[config.mk]
export PLATFORM = sky130hd
export DESIGN_NAME = tile_pos_pipe
export DESIGN_NICKNAME = d
export VERILOG_FILES = /design/src/rtl/draw_pkg.sv /design/src/rtl/region_match.sv /design/src/rtl/tile_pos_pipe.sv
export SDC_FILE = /design/constraint.sdc
export NUM_CORES = 1
export LEC_CHECK = 0
export CORE_MARGIN = 5
export CORE_UTILIZATION = 45
export DETAILED_ROUTE_END_ITERATION = 8
export PLACE_DENSITY = 0.8
export SLEW_MARGIN = 10
export SYNTH_ARGS = -nofsm -noshare
export SYNTH_HDL_FRONTEND = slang
export SYNTH_SLANG_ARGS = --single-unit
export TNS_END_PERCENT = 100
[constraint.sdc]
create_clock -name Clk -period 7.1 [get_ports Clk]
set_input_delay 0.71 -clock Clk [delete_from_list [all_inputs] [get_ports Clk]]
set_output_delay 0.71 -clock Clk [all_outputs]
set_load 0.005 [all_outputs]
[src/rtl/draw_pkg.sv]
// Shared draw-engine types and defaults for the pixel-to-tile resolver.
package draw_pkg;

  localparam int TILE_W_LOG2_DEF = 5;
  localparam int TILE_BITS_DEF   = 4;
  localparam int COORD_BITS      = 10;

  typedef logic [COORD_BITS-1:0]    coord_t;
  typedef logic [TILE_BITS_DEF-1:0] tile_t;

  // Width of a region index; a single region still needs one bit.
  function automatic int reg_bits(input int n);
    return (n > 1) ? $clog2(n) : 1;
  endfunction

endpackage

[src/rtl/region_match.sv]
// One region's bounds test and origin-relative offset (purely combinational).
module region_match
  import draw_pkg::*;
#(
  parameter int         TILE_W_LOG2 = TILE_W_LOG2_DEF,
  parameter coord_t     ORG_X       = '0,
  parameter coord_t     ORG_Y       = '0,
  parameter logic [3:0] TW          = 4'd1,
  parameter logic [3:0] TH          = 4'd1
) (
  input  coord_t i_x,
  input  coord_t i_y,
  output logic   o_hit,
  output coord_t o_pos_x,
  output coord_t o_pos_y
);

  // Exclusive right/bottom limits, wide enough that origin + extent never wraps.
  localparam logic [11:0] LIM_X = 12'(ORG_X) + (12'(TW) << TILE_W_LOG2);
  localparam logic [11:0] LIM_Y = 12'(ORG_Y) + (12'(TH) << TILE_W_LOG2);

  logic w_in_x;
  logic w_in_y;

  assign w_in_x  = (i_x >= ORG_X) && ({2'b00, i_x} < LIM_X);
  assign w_in_y  = (i_y >= ORG_Y) && ({2'b00, i_y} < LIM_Y);
  assign o_hit   = w_in_x && w_in_y;
  assign o_pos_x = i_x - ORG_X;
  assign o_pos_y = i_y - ORG_Y;

endmodule

[src/rtl/tile_pos_pipe.sv]
// Two-stage raster-to-tile resolver: S1 tests every region in parallel,
// S2 picks the lowest-index hit and derives tile coordinate, index and offset.
module tile_pos_pipe
  import draw_pkg::*;
#(
  parameter int                          NUM_REGIONS = 2,
  parameter int                          TILE_W_LOG2 = TILE_W_LOG2_DEF,
  parameter int                          TILE_BITS   = TILE_BITS_DEF,
  parameter int                          IDX_BITS    = 8,
  parameter logic [NUM_REGIONS-1:0][9:0] REGION_X    = {10'd32, 10'd254},
  parameter logic [NUM_REGIONS-1:0][9:0] REGION_Y    = {10'd32, 10'd32},
  parameter logic [NUM_REGIONS-1:0][3:0] REGION_TW   = {4'd6, 4'd11},
  parameter logic [NUM_REGIONS-1:0][3:0] REGION_TH   = {4'd11, 4'd11},
  localparam int                         REG_BITS    = reg_bits(NUM_REGIONS)
) (
  input  logic                     Clk,
  input  logic                     Reset,
  input  coord_t                   DrawX,
  input  coord_t                   DrawY,
  input  logic                     in_valid,
  output logic                     in_ready,
  output logic                     out_valid,
  input  logic                     out_ready,
  output logic                     hit,
  output logic [REG_BITS-1:0]      region,
  output logic [TILE_BITS-1:0]     tileX,
  output logic [TILE_BITS-1:0]     tileY,
  output logic [IDX_BITS-1:0]      tileIdx,
  output logic [2*TILE_W_LOG2-1:0] relPos
);

  logic                     w_s1_adv;
  logic                     w_s2_adv;
  logic [NUM_REGIONS-1:0]   w_hit;
  coord_t                   w_pos_x [NUM_REGIONS];
  coord_t                   w_pos_y [NUM_REGIONS];

  logic                     r_s1_valid;
  logic [NUM_REGIONS-1:0]   r_s1_hit;
  coord_t                   r_s1_pos_x [NUM_REGIONS];
  coord_t                   r_s1_pos_y [NUM_REGIONS];

  logic                     r_s2_valid;
  logic                     r_hit;
  logic [REG_BITS-1:0]      r_region;
  logic [TILE_BITS-1:0]     r_tile_x;
  logic [TILE_BITS-1:0]     r_tile_y;
  logic [IDX_BITS-1:0]      r_tile_idx;
  logic [2*TILE_W_LOG2-1:0] r_rel_pos;

  logic                     w_sel_hit;
  logic [REG_BITS-1:0]      w_sel_region;
  coord_t                   w_sel_x;
  coord_t                   w_sel_y;
  logic [3:0]               w_sel_tw;
  coord_t                   w_shift_x;
  coord_t                   w_shift_y;
  logic [TILE_BITS-1:0]     w_tile_x;
  logic [TILE_BITS-1:0]     w_tile_y;
  logic [31:0]              w_idx_full;

  assign w_s2_adv = !r_s2_valid || out_ready;
  assign w_s1_adv = !r_s1_valid || w_s2_adv;
  assign in_ready = w_s1_adv;

  generate
    for (genvar gi = 0; gi < NUM_REGIONS; gi++) begin : g_region
      region_match #(
        .TILE_W_LOG2 (TILE_W_LOG2),
        .ORG_X       (REGION_X[gi]),
        .ORG_Y       (REGION_Y[gi]),
        .TW          (REGION_TW[gi]),
        .TH          (REGION_TH[gi])
      ) u_match (
        .i_x     (DrawX),
        .i_y     (DrawY),
        .o_hit   (w_hit[gi]),
        .o_pos_x (w_pos_x[gi]),
        .o_pos_y (w_pos_y[gi])
      );
    end
  endgenerate

  // S1 payload needs no reset: it is only consumed when r_s1_valid is set.
  always_ff @(posedge Clk) begin
    if (w_s1_adv) begin
      r_s1_hit <= w_hit;
      for (int r = 0; r < NUM_REGIONS; r++) begin
        r_s1_pos_x[r] <= w_pos_x[r];
        r_s1_pos_y[r] <= w_pos_y[r];
      end
    end
  end

  // Walk high to low so the lowest-index hitting region overrides the rest.
  always_comb begin
    w_sel_hit    = 1'b0;
    w_sel_region = '0;
    w_sel_x      = '0;
    w_sel_y      = '0;
    w_sel_tw     = '0;
    for (int r = NUM_REGIONS - 1; r >= 0; r--) begin
      if (r_s1_hit[r]) begin
        w_sel_hit    = 1'b1;
        w_sel_region = REG_BITS'(r);
        w_sel_x      = r_s1_pos_x[r];
        w_sel_y      = r_s1_pos_y[r];
        w_sel_tw     = REGION_TW[r];
      end
    end
  end

  assign w_shift_x  = w_sel_x >> TILE_W_LOG2;
  assign w_shift_y  = w_sel_y >> TILE_W_LOG2;
  assign w_tile_x   = w_shift_x[TILE_BITS-1:0];
  assign w_tile_y   = w_shift_y[TILE_BITS-1:0];
  assign w_idx_full = 32'(w_tile_y) * 32'(w_sel_tw) + 32'(w_tile_x);

  always_ff @(posedge Clk or posedge Reset) begin
    if (Reset) begin
      r_s1_valid <= 1'b0;
      r_s2_valid <= 1'b0;
    end else begin
      if (w_s1_adv) r_s1_valid <= in_valid;
      if (w_s2_adv) r_s2_valid <= r_s1_valid;
    end
  end

  // A miss leaves every select at zero, so all result fields come out zero.
  always_ff @(posedge Clk or posedge Reset) begin
    if (Reset) begin
      r_hit      <= 1'b0;
      r_region   <= '0;
      r_tile_x   <= '0;
      r_tile_y   <= '0;
      r_tile_idx <= '0;
      r_rel_pos  <= '0;
    end else if (w_s2_adv && r_s1_valid) begin
      r_hit      <= w_sel_hit;
      r_region   <= w_sel_region;
      r_tile_x   <= w_tile_x;
      r_tile_y   <= w_tile_y;
      r_tile_idx <= w_idx_full[IDX_BITS-1:0];
      r_rel_pos  <= {w_sel_y[TILE_W_LOG2-1:0], w_sel_x[TILE_W_LOG2-1:0]};
    end
  end

  assign out_valid = r_s2_valid;
  assign hit       = r_hit;
  assign region    = r_region;
  assign tileX     = r_tile_x;
  assign tileY     = r_tile_y;
  assign tileIdx   = r_tile_idx;
  assign relPos    = r_rel_pos;

endmodule

==> results of run 1 <==
## per-layer routing
layer	share of wire (%)	up-vias	global-route usage, %	wire length (µm)
li1	-	1044	-	-
met4	1.8	0	5.817	107
met2	51	51	25.18	3023
met1	41	1013	17.42	2398
met3	6.1	11	5.319	362
met5	0	-	0	0
## power by group through the flow
stage	registers (µW)	logic [µW]	clock network [µW]
finish	436	242	368
global route	442	273	391
CTS	437	247	375
detailed placement	443	245	0
global placement	441	237	0
floorplan	440	121	0
## cell families after synthesis
| logic type | after synthesis |
|---|---|
| flip-flops | 58 |
| AND/OR/NAND/NOR | 81 |
| AO/OA/AOI/OAI | 44 |
| multiplexers | 7 |
| buffers and inverters | 35 |
| adder cells (fa/ha/maj) | 29 |
| XOR/XNOR | 12 |
## sequential cells by signal (all words and copies together) (netlist names)
signal      flops
tileX           4
r_s1_valid      1
out_valid       1
r_s1_pos_x     17
hit             1
r_s1_pos_y      9
tileIdx         8
tileY           4
region          1
relPos         10
r_s1_hit        2
## layout by cell type (no fill, tap or decap), types with 2 or more instances in the layout
master | netlist | routed
a22o_1 | 3 | 3
mux2_2 | 6 | 6
nor4_1 | 2 | 2
nor3_1 | 3 | 3
bufinv_16 | 0 | 3
nand3_1 | 5 | 5
and2_1 | 7 | 7
nor2_1 | 5 | 5
edfxtp_1 | 28 | 28
nand2_1 | 41 | 41
a22oi_1 | 5 | 5
clkdlybuf4s50_1 | 0 | 53
and4_1 | 2 | 2
dfrtp_1 | 30 | 30
ha_1 | 22 | 22
fa_1 | 7 | 7
buf_4 | 0 | 2
nand2b_1 | 2 | 2
nand4_1 | 3 | 3
o21bai_1 | 2 | 2
a21o_1 | 2 | 2
inv_1 | 26 | 26
clkinvlp_4 | 0 | 2
xor2_1 | 7 | 7
clkbuf_8 | 0 | 9
nor2b_1 | 3 | 3
o21ai_0 | 21 | 21
xnor2_1 | 5 | 5
a211oi_1 | 4 | 4
## Yosys cell counts (all sizes together), types with 6 or more instances
master and count:
mux2 6, fa 7, ha 22, dfrtp 30, xor2 7, nand2 41, and2 7, inv 26
o21ai 21, edfxtp 28, clkbuf 6
## per-stage QoR
| stage | hold WS [ns] | setup slack, ns | instance area, µm² | util, % |
|---|---|---|---|---|
| floorplan | 0.4698 | 3.268 | 3020 | - |
| global placement | 0.4623 | 2.880 | 3625 | 56.44 |
| detailed placement | 0.4667 | 2.700 | 3625 | 56.44 |
| CTS | 0.4828 | 2.690 | 3866 | 60.20 |
| global route | 0.5077 | 2.433 | 3866 | 60.20 |
| finish | 0.4759 | 2.704 | 3866 | 60.20 |
## how the worst min path moves through the flow
stage	endpoint	slack, ns	depth (start not counted)	from
2_1_floorplan	tileX[0]$_DFFE_PP0P_	0.47	2	tileX[0]$_DFFE_PP0P_
3_5_place_dp	tileX[0]$_DFFE_PP0P_	0.47	2	tileX[0]$_DFFE_PP0P_
6_report	tileIdx[2]$_DFFE_PP0P_	0.48	2	tileIdx[2]$_DFFE_PP0P_
5_1_grt	tileX[1]$_DFFE_PP0P_	0.51	2	tileX[1]$_DFFE_PP0P_
3_3_place_gp	tileIdx[3]$_DFFE_PP0P_	0.46	2	tileIdx[3]$_DFFE_PP0P_
4_1_cts	tileX[0]$_DFFE_PP0P_	0.48	2	tileX[0]$_DFFE_PP0P_
## worst max-delay path, delay by kind of cell, from the launching register on
kind	cells	cell delay, ns
adders and majority gates	4	1.87
and+or+nand+nor	5	1.58
DFF	1	0.55
AOI/OAI and AO/OA	1	0.28
buffers and inverters	1	0.04
## area by class of cell
type | count | area (µm²)
Multi-Input combinational cell | 173 | 1294
Sequential cell | 58 | 1592
Clock inverter | 7 | 117.6
Fill cell | 534 | 2556
Inverter | 26 | 97.59
Tap cell | 77 | 96.34
Clock buffer | 9 | 123.9
Timing Repair Buffer | 55 | 545.5
==> summary.txt, run 1 <==
STA
  – Slew @ Worst Pin: 1.063 ns
  – Clock Skews: between 0.009 and 0.01 ns
  – Final setup fails: 0
  – Final Hold Violating Endpoints: 0
  – RSZ-0062 raised after global routing: false
  – Final worst-path cycle share: 61.92%
  – Max Fclk: 227.5 MHz
  – Final Slew Violations: 0
  – Relative slew slack: 28.95%
  – Post-Route Setup TNS: 0 ns
  – Tmin final: 4.396 ns

Setup path
  – Crit-path most repeated cell: fa_1
  – Reg2reg setup slack: 2.70 ns
  – Crit Path Category: reg2reg
  – Reg-to-reg endpoint: tileIdx[7]$_DFFE_PP0P_
  – CP required: 7.38 ns
  – CP Max Fanout: 14
  – Crit path launch: r_s1_hit[0]$_DFFE_PP_
  – CP startpoint kind: register
  – Critical path destination: tileIdx[7]$_DFFE_PP0P_
  – Reg2reg path depth: 11
  – Crit end category: register
  – R2R Path Start: r_s1_hit[0]$_DFFE_PP_
  – Worst-path cell chain: nor2b_1 -> nand2_1 -> fa_1 -> fa_1 -> fa_1 -> inv_1 -> ha_1 -> nor2b_1 -> o31a_1 -> or4b_1 -> nand3_1
  – Critical-path top delay cell: nor2b_1
  – CP max stage delay: about 0.68 ns
  – WP data arrival: 4.68 ns

Global routing
  – First-pass GRT wire length: slightly below 10,000 µm
  – Initial antenna violation count: 0
  – GRT overflow: 0
  – Vias in the first global route: between 2k and 2.5k
  – Gr usage total: between 10% and 20%
  – Largest net degree at the start of global routing: 40

Synthesis
  – Gate Count Post-Synth: about 270
  – Cell area after synthesis: 3020 µm²
  – Largest family of logic cells by synthesized area: adder cells
  – Share of synthesized registers carrying an async set or reset: 51.72%
  – Post-synthesis sequential area ratio: between 50% and 60%
  – Yosys reg bits: 58
  – XOR/XNOR Fraction of Synth Area: 3.480%
  – Post-synthesis mux area share: 2.568%
  – Post-Synth Adder-Cell Area: 13.75%
  – Synth Area in Simple Gates: 13.55%
  – Synth cell types: 42
  – Cell types occupying the most area after synthesis: edfxtp_1 28%, dfrtp_1 25%, ha_1 9.1%
  – Synth Area in Compound Gates: 9.486%
  – Synthesis warning total: 0
  – Syn Area/Cell: ~11 µm²
  – Post-Syn Nets: 319
  – Post-synth top area share: 27.84%
  – Post-synth EDFFs: 28
  – Synth Flop Type: dfrtp_1
  – Yosys top cell by area: edfxtp_1

Cells and area
  – Nets: 376
  – Ant diodes: 0
  – Non-filler cells, final: 405
  – Area grow syn2layout: 28.00%
  – Layout cells sized above 1: 7.927%

Floorplan
  – I/O pin total: 54
  – Overall die height: 91.93 µm
  – Die Area: about 8500 µm²
  – Core area: 6422 µm²
  – Row count: 29
  – Die W: roughly 92 µm
  – Initial Util: between 40% and 50%

Power
  – Power Total: 1045 µW
  – Internal: 773.7 µW
  – Sequential Power Share: 41.7%
  – P_leak: 0.001670 µW
  – Clock group share of total power: 35.2%
  – P per Cell Area: 270.4 nW/µm²
  – Sw Pwr: 271.7 µW
  – Logic gate share of total power: 23.2%
  – Switching Share: 25.99%
  – Max rail drop VDD: 226.7 µV

CTS
  – Worst skew pair latency: 0.34 ns
  – # H-tree levels: 3
  – Root Driver: clkbuf_8
  – Hold Buf Count CTS: 0
  – CTS tree: done
  – Post-CTS Setup Inserts: 0
  – Num CTS Buffers: 9
  – Maximum buffer depth of the clock tree: 2
  – Clk slew on worst S/H paths: approximately 0.070 ns
  – CTS Sinks: 58
  – Post_cts resized: 0

Routing
  – DR WL/cell: 14.55 µm
  – Detailed Routing Iterations Pass 1: 4
  – Vias: between 2k and 2.5k
  – # DRC: 0
  – 1st-iter DRT viols: roughly 110
  – Final WL: between 5000 and 6000 µm
  – Vias per cell: 5.232
  – Antenna Nets Post-Route: 0

Placed design
  – Placed Instances: 389
  – Gpl congestion: 0.8172
  – PortBufs: 53
  – Detailed Place HPWL: 4464 µm

Outcome
  – Run status: completed

Hold path
  – Hold Path Class: reg2reg

Job
  – Max Cap Viol: 0
No activity file was read; power rests on OpenSTA's default activity.
==> run 2: changes to the inputs <==
- clock period: 7.1 -> 4.4 ns (I/O delays scaled with it)
==> run 2 against run 1 <==
Register-to-register slack lost 2.1 ns; critical endpoint unchanged; sequential share of layout area grew 0.53 points; setup slack lost 2.1 ns; critical path depth is the same; via count grew 0.52%; cell count grew 0.74%; critical path type unchanged; non-clock buffer count grew 3.
==> summary.txt, run 2 (same netlist as run 1, synthesis figures left out) <==
Floorplan
  – Core area: 6422 µm²
  – Row count: 29
  – Overall die height: approximately 92 µm
  – Die Area: 8450 µm²
  – I/O pin total: 54
  – Initial Util: 47.03%
  – Die W: 91.93 µm

Cells and area
  – Commonest non-fill, non-tap cell in the layout: clkdlybuf4s50_1
  – Ant diodes: 0
  – Nets: 379
  – Area grow syn2layout: 26.39%
  – Filler cell count: between 500 and 600
  – Biggest register: r_s1_pos_x
  – Area of the multi-input gates: approximately 1300 µm²
  – Most frequent cells in the layout: 53 x clkdlybuf4s50_1, 41 x nand2_1, 30 x dfrtp_1
  – Layout cells sized above 1: under 10%
  – Register Area: 1592 µm²
  – Max reg flops: 17

STA
  – Tmin final: around 3.8 ns
  – Setup ws final: 0.6092 ns
  – Max Fclk: 263.8 MHz
  – Clock Skews: approximately 0.006 ns
  – Slew @ Worst Pin: ~1 ns
  – Final Slew Violations: 0
  – Final Hold Violating Endpoints: 0
  – Post-Route Setup TNS: 0 ns
  – Final setup fails: 0
  – Final worst-path cycle share: 86.15%
  – RSZ-0062 raised after global routing: false
  – Hold Slack: 0.4749 ns
  – Relative slew slack: 33.85%

Power
  – Switching Share: 28.71%
  – P per Cell Area: 396.1 nW/µm²
  – Internal: 1078 µW
  – Sequential Power Share: 46.3%
  – P_leak: ~0.0017 µW
  – Max rail drop VDD: 188.5 µV
  – Sw Pwr: 434.2 µW
  – Clock group share of total power: 27.5%
  – Logic gate share of total power: between 20% and 30%

Placed design
  – Gpl congestion: approximately 0.89
  – Detailed Place HPWL: 4488 µm
  – Setup WS pre-CTS: 0.6149 ns
  – PortBufs: 53

Routing
  – 1st-iter DRT viols: 62
  – Vias per cell: 5.221
  – Antenna Nets Post-Route: 0
  – # DRC: 0
  – Vias: 2,130
  – Final WL: 5948 µm
  – Detailed Routing Iterations Pass 1: 4
  – DR WL/cell: 14.58 µm

CTS
  – Post_cts resized: 0
  – CTS tree: done
  – Post-CTS Setup Inserts: 0
  – Worst skew pair latency: roughly 0.33 ns
  – Num CTS Buffers: 9
  – Maximum buffer depth of the clock tree: 2
  – Clk slew on worst S/H paths: 0.06 ns
  – Root Driver: clkbuf_8
  – Hold Buf Count CTS: 0
  – CTS Sinks: slightly below 60
  – # H-tree levels: 3

Setup path
  – R2R Path Start: r_s1_hit[1]$_DFFE_PP_
  – Crit end category: register
  – WP data arrival: 4.05 ns
  – Crit Path Category: reg2reg
  – CP required: around 4.7 ns
  – CP startpoint kind: register
  – Reg2reg path depth: 11
  – CP Max Fanout: 11
  – Reg-to-reg endpoint: tileIdx[7]$_DFFE_PP0P_
  – Reg2reg setup slack: 0.61 ns

Global routing
  – GRT overflow: 0
  – Gr usage total: 15.26%
  – Vias in the first global route: about 2.2k
  – First-pass GRT wire length: 10,170 µm
  – Largest net degree at the start of global routing: 40
  – Initial antenna violation count: 0

Job
  – Max Cap Viol: 0

Hold path
  – Worst Hold Endpoint: tileIdx[3]$_DFFE_PP0P_
  – Worst Hold Launch: tileIdx[3]$_DFFE_PP0P_
  – Hold depth: 2
  – Hold Path Class: reg2reg

Outcome
  – Run status: completed
## run 2: cell types whose count changed in the layout (fill, tap and decap cells not counted)
cell | previous run | this run
clkinv_4 | 1 | 2
buf_4 | 2 | 5
clkinv_2 | 0 | 2
bufinv_16 | 3 | 0
## run 2: layout make-up
cell class                      count  area share (%)
Clock buffer                        9           3.245
Clock inverter                      7           1.213
Sequential cell                    58           41.69
Tap cell                           77           2.524
Inverter                           26           2.557
Timing Repair Buffer               58           14.88
Multi-Input combinational cell    173           33.89
## run 2: worst max-delay path by stage
stage | endpoint | slack [ns] | start | depth (start not counted)
2_1_floorplan | tileIdx[7]$_DFFE_PP0P_ | 0.57 | r_s1_hit[0]$_DFFE_PP_ | 12
3_3_place_gp | tileIdx[7]$_DFFE_PP0P_ | 0.71 | r_s1_hit[1]$_DFFE_PP_ | 11
3_5_place_dp | tileIdx[7]$_DFFE_PP0P_ | 0.61 | r_s1_hit[1]$_DFFE_PP_ | 11
4_1_cts | tileIdx[7]$_DFFE_PP0P_ | 0.60 | r_s1_hit[1]$_DFFE_PP_ | 11
5_1_grt | tileIdx[7]$_DFFE_PP0P_ | 0.46 | r_s1_hit[1]$_DFFE_PP_ | 11
6_report | tileIdx[7]$_DFFE_PP0P_ | 0.61 | r_s1_hit[1]$_DFFE_PP_ | 11
## run 2: per-layer routing
metal  track usage (%)  wire [µm]
met5                 0          0
met4             6.064         61
met3             3.601        313
met2             26.40       2962
met1             18.40       2611
## run 2: stage by stage
stage	area, µm²	power, µW	util (%)	cells
CTS	3817	1532	59.44	408
finish	3817	1512	59.44	408
detailed placement	3647	1114	56.79	392
global placement	3647	1100	56.79	392
floorplan	3020	905.8	-	266
global route	3817	1613	59.44	408
## run 2: critical path: stages (launching register included)
cell and delay, ns:
edfxtp_1 0.39, or2_2 0.41, nand2_1 0.13, fa_1 0.44, fa_1 0.49, fa_1 0.52
inv_1 0.04, ha_1 0.33, nor2b_1 0.16, o31a_1 0.26, or4b_1 0.47, nand3_1 0.09
## run 2: power groups by stage
stage                     sequential [µW]  combinational (µW)  clock [µW]
after global routing                  711                 450         452
after detailed placement              713                 401           0
final                                 700                 397         415
after global placement                709                 391           0
after CTS                             703                 404         425
after floorplan                       710                 196           0
==> run 3: changes to the inputs <==
- DONT_BUFFER_PORTS: default -> 1
- PLACE_DENSITY: 0.8 -> 0.7
==> run 3 against run 2 <==
Core utilization is 7.9 points lower; critical path depth did not move; sequential power up 2%; combinational power is 40% lower; critical path type unchanged; largest cell class unchanged; largest power group unchanged.
==> summary.txt, run 3 (same netlist as run 1, synthesis figures left out) <==
Outcome
  – Run status: completed

CTS
  – Post-CTS Setup Inserts: 0
  – Worst skew pair latency: 0.34 ns
  – Post_cts resized: 0
  – Hold Buf Count CTS: 0
  – CTS tree: done
  – Maximum buffer depth of the clock tree: 2
  – Num CTS Buffers: 9
  – CTS Sinks: 58
  – # H-tree levels: 3
  – Clk slew on worst S/H paths: about 0.070 ns
  – Root Driver: clkbuf_8

Routing
  – Detailed Routing Iterations Pass 1: 4
  – Final WL: 5507 µm
  – Vias: 1,858
  – Antenna Nets Post-Route: 0
  – Vias per cell: 5.263
  – DR WL/cell: 15.60 µm
  – # DRC: 0
  – 1st-iter DRT viols: 51

Power
  – Power Total: 1475 µW
  – Max rail drop VDD: roughly 190 µV
  – P_leak: 0.001466 µW
  – P per Cell Area: 445.4 nW/µm²

Setup path
  – CP required: 4.68 ns
  – CP startpoint kind: register
  – CP Max Fanout: 11
  – WP data arrival: 4.04 ns
  – Crit end category: register
  – Crit Path Category: reg2reg

STA
  – Final worst-path cycle share: 85.45%
  – RSZ-0062 raised after global routing: false
  – Clock Skews: ~0.010 ns
  – Post-Route Setup TNS: 0 ns
  – Tmin final: 3.760 ns
  – Relative slew slack: 27.86%
  – Final Hold Violating Endpoints: 0
  – Max Fclk: 266.0 MHz
  – Final setup fails: 0
  – Slew @ Worst Pin: ~1.1 ns
  – Hold Slack: 0.05445 ns
  – Final Slew Violations: 0

Cells and area
  – Biggest register: r_s1_pos_x
  – Layout cells sized above 1: 9.783%
  – Area grow syn2layout: 9.611%
  – Most frequent cells in the layout: 41 x nand2_1, 30 x dfrtp_1, 28 x edfxtp_1
  – Ant diodes: 0
  – Nets: 324
  – Max reg flops: 17
  – Commonest non-fill, non-tap cell in the layout: nand2_1

Placed design
  – Gpl congestion: between 0.7 and 0.8
  – Detailed Place HPWL: 4117 µm
  – PortBufs: 0

Hold path
  – Hold Path Class: in2async

Floorplan
  – Die Area: 8450 µm²
  – Overall die height: 91.93 µm
  – Core area: 6422 µm²
  – I/O pin total: 54
  – Die W: 91.93 µm
  – Initial Util: 47.03%
  – Row count: 29

Global routing
  – Gr usage total: roughly 14%
  – Vias in the first global route: 1,911
  – Largest net degree at the start of global routing: 40
  – Initial antenna violation count: 0
  – GRT overflow: 0
  – First-pass GRT wire length: 9142 µm

Job
  – Max Cap Viol: 0
## run 3: cell types whose count changed in the layout (fill, tap and decap cells not counted), moves of 2 or more
cell	previous run	this run
buf_4	5	3
bufinv_16	0	2
clkinv_4	2	0
clkdlybuf4s50_1	53	0
## run 3: where the power goes
| part | switching (µW) | leakage [µW] | total, µW | internal (µW) |
|---|---|---|---|---|
| clock network | 203 | 0.000104 | 518 | 315 |
| logic | 137 | 0.000689 | 240 | 103 |
| registers | 57.1 | 0.000673 | 717 | 660 |
| total | 397 | 0.00147 | 1470 | 1080 |
## run 3: critical path, stage by stage (launching register included)
cell and delay (ns):
edfxtp_1 0.37, or2_2 0.40, nand2_1 0.13, fa_1 0.44, fa_1 0.49, fa_1 0.52, inv_1 0.04, ha_1 0.33
nor2b_1 0.15, o31a_1 0.27, or4b_1 0.47, nand3_1 0.09
## run 3: routing by layer
metal | vias up | routed length, µm | track usage (%)
met5 | - | 0 | 0
met2 | 42 | 2622 | 22.75
met4 | 0 | 111 | 6.559
met3 | 12 | 401 | 7.283
li1 | 932 | - | -
met1 | 872 | 2371 | 15.54
## run 3: final timing paths
check | from | endpoint | slack (ns) | depth (start not counted)
setup / recovery | r_s1_hit[1]$_DFFE_PP_ | tileIdx[7]$_DFFE_PP0P_ | 0.64 | 11
hold reg to reg | tileIdx[5]$_DFFE_PP0P_ | tileIdx[5]$_DFFE_PP0P_ | 0.51 | 1
max in group asynchronous | Reset | region$_DFFE_PP0P_ | 3.94 | 1
setup reg to reg | r_s1_hit[1]$_DFFE_PP_ | tileIdx[7]$_DFFE_PP0P_ | 0.64 | 11
hold / removal | Reset | relPos[9]$_DFFE_PP0P_ | 0.05 | 1
min in group Clk | DrawY[3] | r_s1_pos_y[0][13]$_DFFE_PP_ | 0.19 | 0
## run 3: final cells by class
class | instances | area [µm²]
clock buffer | 10 | 127.6
multi-input combinational | 173 | 1294
sequential | 58 | 1592
inverter | 26 | 97.59
timing repair buffer | 3 | 22.52
tap | 77 | 96.34
clock inverter | 6 | 81.33
fill | 584 | 3112
## run 3: metrics by stage
step                cell area [µm²]  instances  utilization (%)  setup slack (ns)
floorplan                      3020        266                -            0.5684
global placement               3102        337            48.30            0.7002
detailed placement             3102        337            48.30            0.6430
CTS                            3311        353            51.55            0.6302
global route                   3311        353            51.55            0.4835
finish                         3311        353            51.55            0.6400
==> patch 1: new RTL, config.mk and constraints of run 3 <==
`NUM_REGIONS`: 2 -> 4.
--- a/src/rtl/tile_pos_pipe.sv
+++ b/src/rtl/tile_pos_pipe.sv
@@ -3,7 +3,7 @@
 module tile_pos_pipe
   import draw_pkg::*;
 #(
-  parameter int                          NUM_REGIONS = 2,
+  parameter int                          NUM_REGIONS = 4,
   parameter int                          TILE_W_LOG2 = TILE_W_LOG2_DEF,
   parameter int                          TILE_BITS   = TILE_BITS_DEF,
   parameter int                          IDX_BITS    = 8,
Ports: changed (resized region); port bits go from 54 to 55. The function was not compared with the original's and may differ.
==> patch 1 against run 3 <==
Largest power group unchanged; hold slack gained 13 ps; synthesized area grew 1.3%; power shrank 3.8%; global-route usage grew 0.43 points; clock skew shrank 4.4 ps; wire length grew 4.8%; largest cell class unchanged; design area shrank 0.19%; setup slack lost 78 ps; sequential cell count is the same.
==> patch 1: results <==
set metrics [dict create \
    yosysWarnings 0 \
    hold_viol 0 \
    synth_cell_types 44 \
    status "complete, no violations" \
    cp_slowest_cell "edfxtp_1" \
    critPathMaxStageDelay_ps 580 \
    drive_gt1_frac 0.1269 \
    yosysSeqAreaShare 0.5200 \
    met3WireLength_um 388 \
    max-vdd-ir-drop_v 0.0001895 \
    cts_setup_buffers 0 \
    gp_congestion 0.8085 \
    synth_area_leaders "edfxtp_1 27%, dfrtp_1 25%, ha_1 9.4%" \
    critPathArrivalTime_ps 4050 \
    dp_hpwl_um 4357 \
    routed_wl_um 5774 \
    synth_commonest_cells "33 x nand2_1, 30 x dfrtp_1, 28 x edfxtp_1, 23 x ha_1, 23 x inv_1" \
    nets 317 \
    drt_iter0_markers 62 \
    final.setup_skew_ps 5.957 \
    crit_fanout 15 \
    leakagePower_nw 1.473 \
    slew_headroom 0.4849 \
    grt_usage 0.1455 \
    vias_per_cell 5.322 \
    wl_met2_um 2934 \
    nFillCells 618 \
    antenna_cells 0 \
    grt_pass1_wl_um 9501 \
    grt_pass1_vias 1976 \
    numCtsBuffers 9 \
]
-- patch 1: per-layer routing --
metal	up-vias	GRT usage
li1	916	-
met4	0	0.04332
met3	4	0.06824
met1	882	0.1652
met5	-	0
met2	50	0.2441
-- patch 1: kinds of logic (layout without fill, tap and decap cells) --
family                   Yosys count  count (layout)  synth area share
AO/OA/AOI/OAI                     40              40           0.08381
XOR/XNOR                          13              13           0.03720
adder cells (fa/ha/maj)           30              30            0.1398
buffers and inverters             36              42           0.04783
flip-flops                        58              58            0.5200
multiplexers                      13              13           0.04742
other                              1               1          0.001225
AND/OR/NAND/NOR                   71              71            0.1226
-- patch 1: final timing paths --
kind	start	to	slack, ps	cells past startpoint
max in group asynchronous	Reset	tileX[2]	3920	1
worst min register to register	tileIdx[4]	tileIdx[4]	510	2
worst max register to register	r_s1_hit[0]	tileIdx[7]	560	11
worst min-delay path	Reset	relPos[6]	70	1
worst max-delay path	r_s1_hit[0]	tileIdx[7]	560	11
min in group Clk	DrawY[2]	r_s1_pos_y[1][2]	200	0
-- patch 1: through the flow --
step	power (mW)	hold WS, ps	cells	cell area, um^2	setup WS, ps
after floorplan	0.9081	473.3	262	3060	852.7
after global placement	0.9631	496.3	332	3119	703.3
after detailed placement	0.9715	504.7	332	3119	598.4
after CTS	1.441	177.7	348	3304	583.4
after global routing	1.508	110.7	348	3304	314.9
final	1.419	67.40	348	3304	562.1
-- patch 1: layout make-up --
cell class,instances,area share
tap,80,0.03029
clock buffer,10,0.03862
timing repair buffer,2,0.004544
multi-input combinational,168,0.4002
inverter,24,0.02726
sequential,58,0.4816
clock inverter,6,0.01742
-- patch 1: report_power, final --
group,internal [mW],switching (mW)
clock,0.257,0.206
sequential,0.660,0.0620
combinational,0.104,0.130
==> patch 2: new RTL, config.mk and constraints of run 3 <==
Without the edit above. Make the reset (`Reset`) synchronous in 2 clocked blocks.
--- a/src/rtl/tile_pos_pipe.sv
+++ b/src/rtl/tile_pos_pipe.sv
@@ -116,7 +116,7 @@
   assign w_tile_y   = w_shift_y[TILE_BITS-1:0];
   assign w_idx_full = 32'(w_tile_y) * 32'(w_sel_tw) + 32'(w_tile_x);
 
-  always_ff @(posedge Clk or posedge Reset) begin
+  always_ff @(posedge Clk) begin
     if (Reset) begin
       r_s1_valid <= 1'b0;
       r_s2_valid <= 1'b0;
@@ -127,7 +127,7 @@
   end
 
   // A miss leaves every select at zero, so all result fields come out zero.
-  always_ff @(posedge Clk or posedge Reset) begin
+  always_ff @(posedge Clk) begin
     if (Reset) begin
       r_hit      <= 1'b0;
       r_region   <= '0;
Check against the original RTL: differs if Reset is asserted again (counterexample within 4 cycles, from zero or initial values and one cycle with Reset high); with Reset held inactive, the same outputs for 10 cycles.
==> patch 2 against run 3 <==
Synthesized area decreased by 3.0%; design area shrank 3.6%; hold slack gained 120 ps; setup slack got worse by 140 ps; sequential cell count unchanged; maximum frequency is 3.6% lower; wire length grew 2.1%.
Power is not compared: it rests on default switching activity, and its combinational part moved more than twofold at a synthesized area within 25%.
==> patch 2: results <==
set metrics [dict create \
    final.setup_skew_ps 10.04 \
    synthCells 288 \
    grt_pass1_vias 2012 \
    seq_power_mw 0.617 \
    worst_slack_ps 500.9 \
    nets 341 \
    routed_wl_um 5624 \
    dpl-instance-area_um2 2992 \
    synth_commonest_cells "36 x nand2_1, 30 x dfxtp_1, 28 x edfxtp_1, 25 x inv_1, 22 x ha_1" \
    io_buffers 0 \
    synth_cell_types 42 \
    drt_iter0_markers 91 \
    grt_usage 0.1449 \
    crit_fanout 13 \
    grt_max_degree 38 \
    htreeDepth 3 \
    hold_path_class "in2reg" \
    post_cts_resized 0 \
    tightestPinTransition_ps 1152 \
    dp.cells 354 \
    vias_per_cell 5.370 \
    cp_top_family "adder cells" \
    status "complete, no violations" \
    yosysWarnings 0 \
    drive_gt1_frac 0.05461 \
    grt_pass1_wl_um 9411 \
    first_pass_iters 5 \
    critPathArrivalTime_ps 4140 \
    synth_area_leaders "edfxtp_1 29%, dfxtp_1 20%, ha_1 9.4%" \
    critPathMaxStageDelay_ps 520 \
    antenna_cells 0 \
    synth_ff_type "dfxtp_1" \
    r2r_cells 11 \
    cts_setup_buffers 0 \
    async_reset_ff_frac 0 \
    dp_hpwl_um 4254 \
    cp-endpoint "tileIdx[7]" \
    leakagePower_nw 1.263 \
    whs_ps 176.8 \
    gp_congestion 0.7677 \
    yosysSeqAreaShare 0.4919 \
    stdcell_count 370 \
]
==> patch 2: changes by cell type after synthesis, sizes merged, moves of 8 or more <==
cell and change:
a21oi +20, dfrtp -30, nand3 +8, nor2 +13, o21ai -19, dfxtp +30
==> patch 2: cell type report <==
type | instances | area [um^2]
Clock buffer | 14 | 163.9
Clock inverter | 2 | 35.03
Fill cell | 577 | 3159
Inverter | 25 | 93.84
Multi-Input combinational cell | 192 | 1345
Sequential cell | 58 | 1441
Tap cell | 77 | 96.34
Timing Repair Buffer | 2 | 15.01
==> patch 2: routing by layer <==
layer	part of all wire	track usage
met5	0	0
met4	0.019	0.07444
met3	0.058	0.05083
met2	0.50	0.2337
met1	0.42	0.1689
==> patch 2: logic make-up after synthesis <==
group                    synth area share
AND/OR/NAND/NOR                    0.1763
buffers and inverters             0.04910
adder cells (fa/ha/maj)            0.1418
XOR/XNOR                          0.03288
flip-flops                         0.4919
AO/OA/AOI/OAI                      0.1080
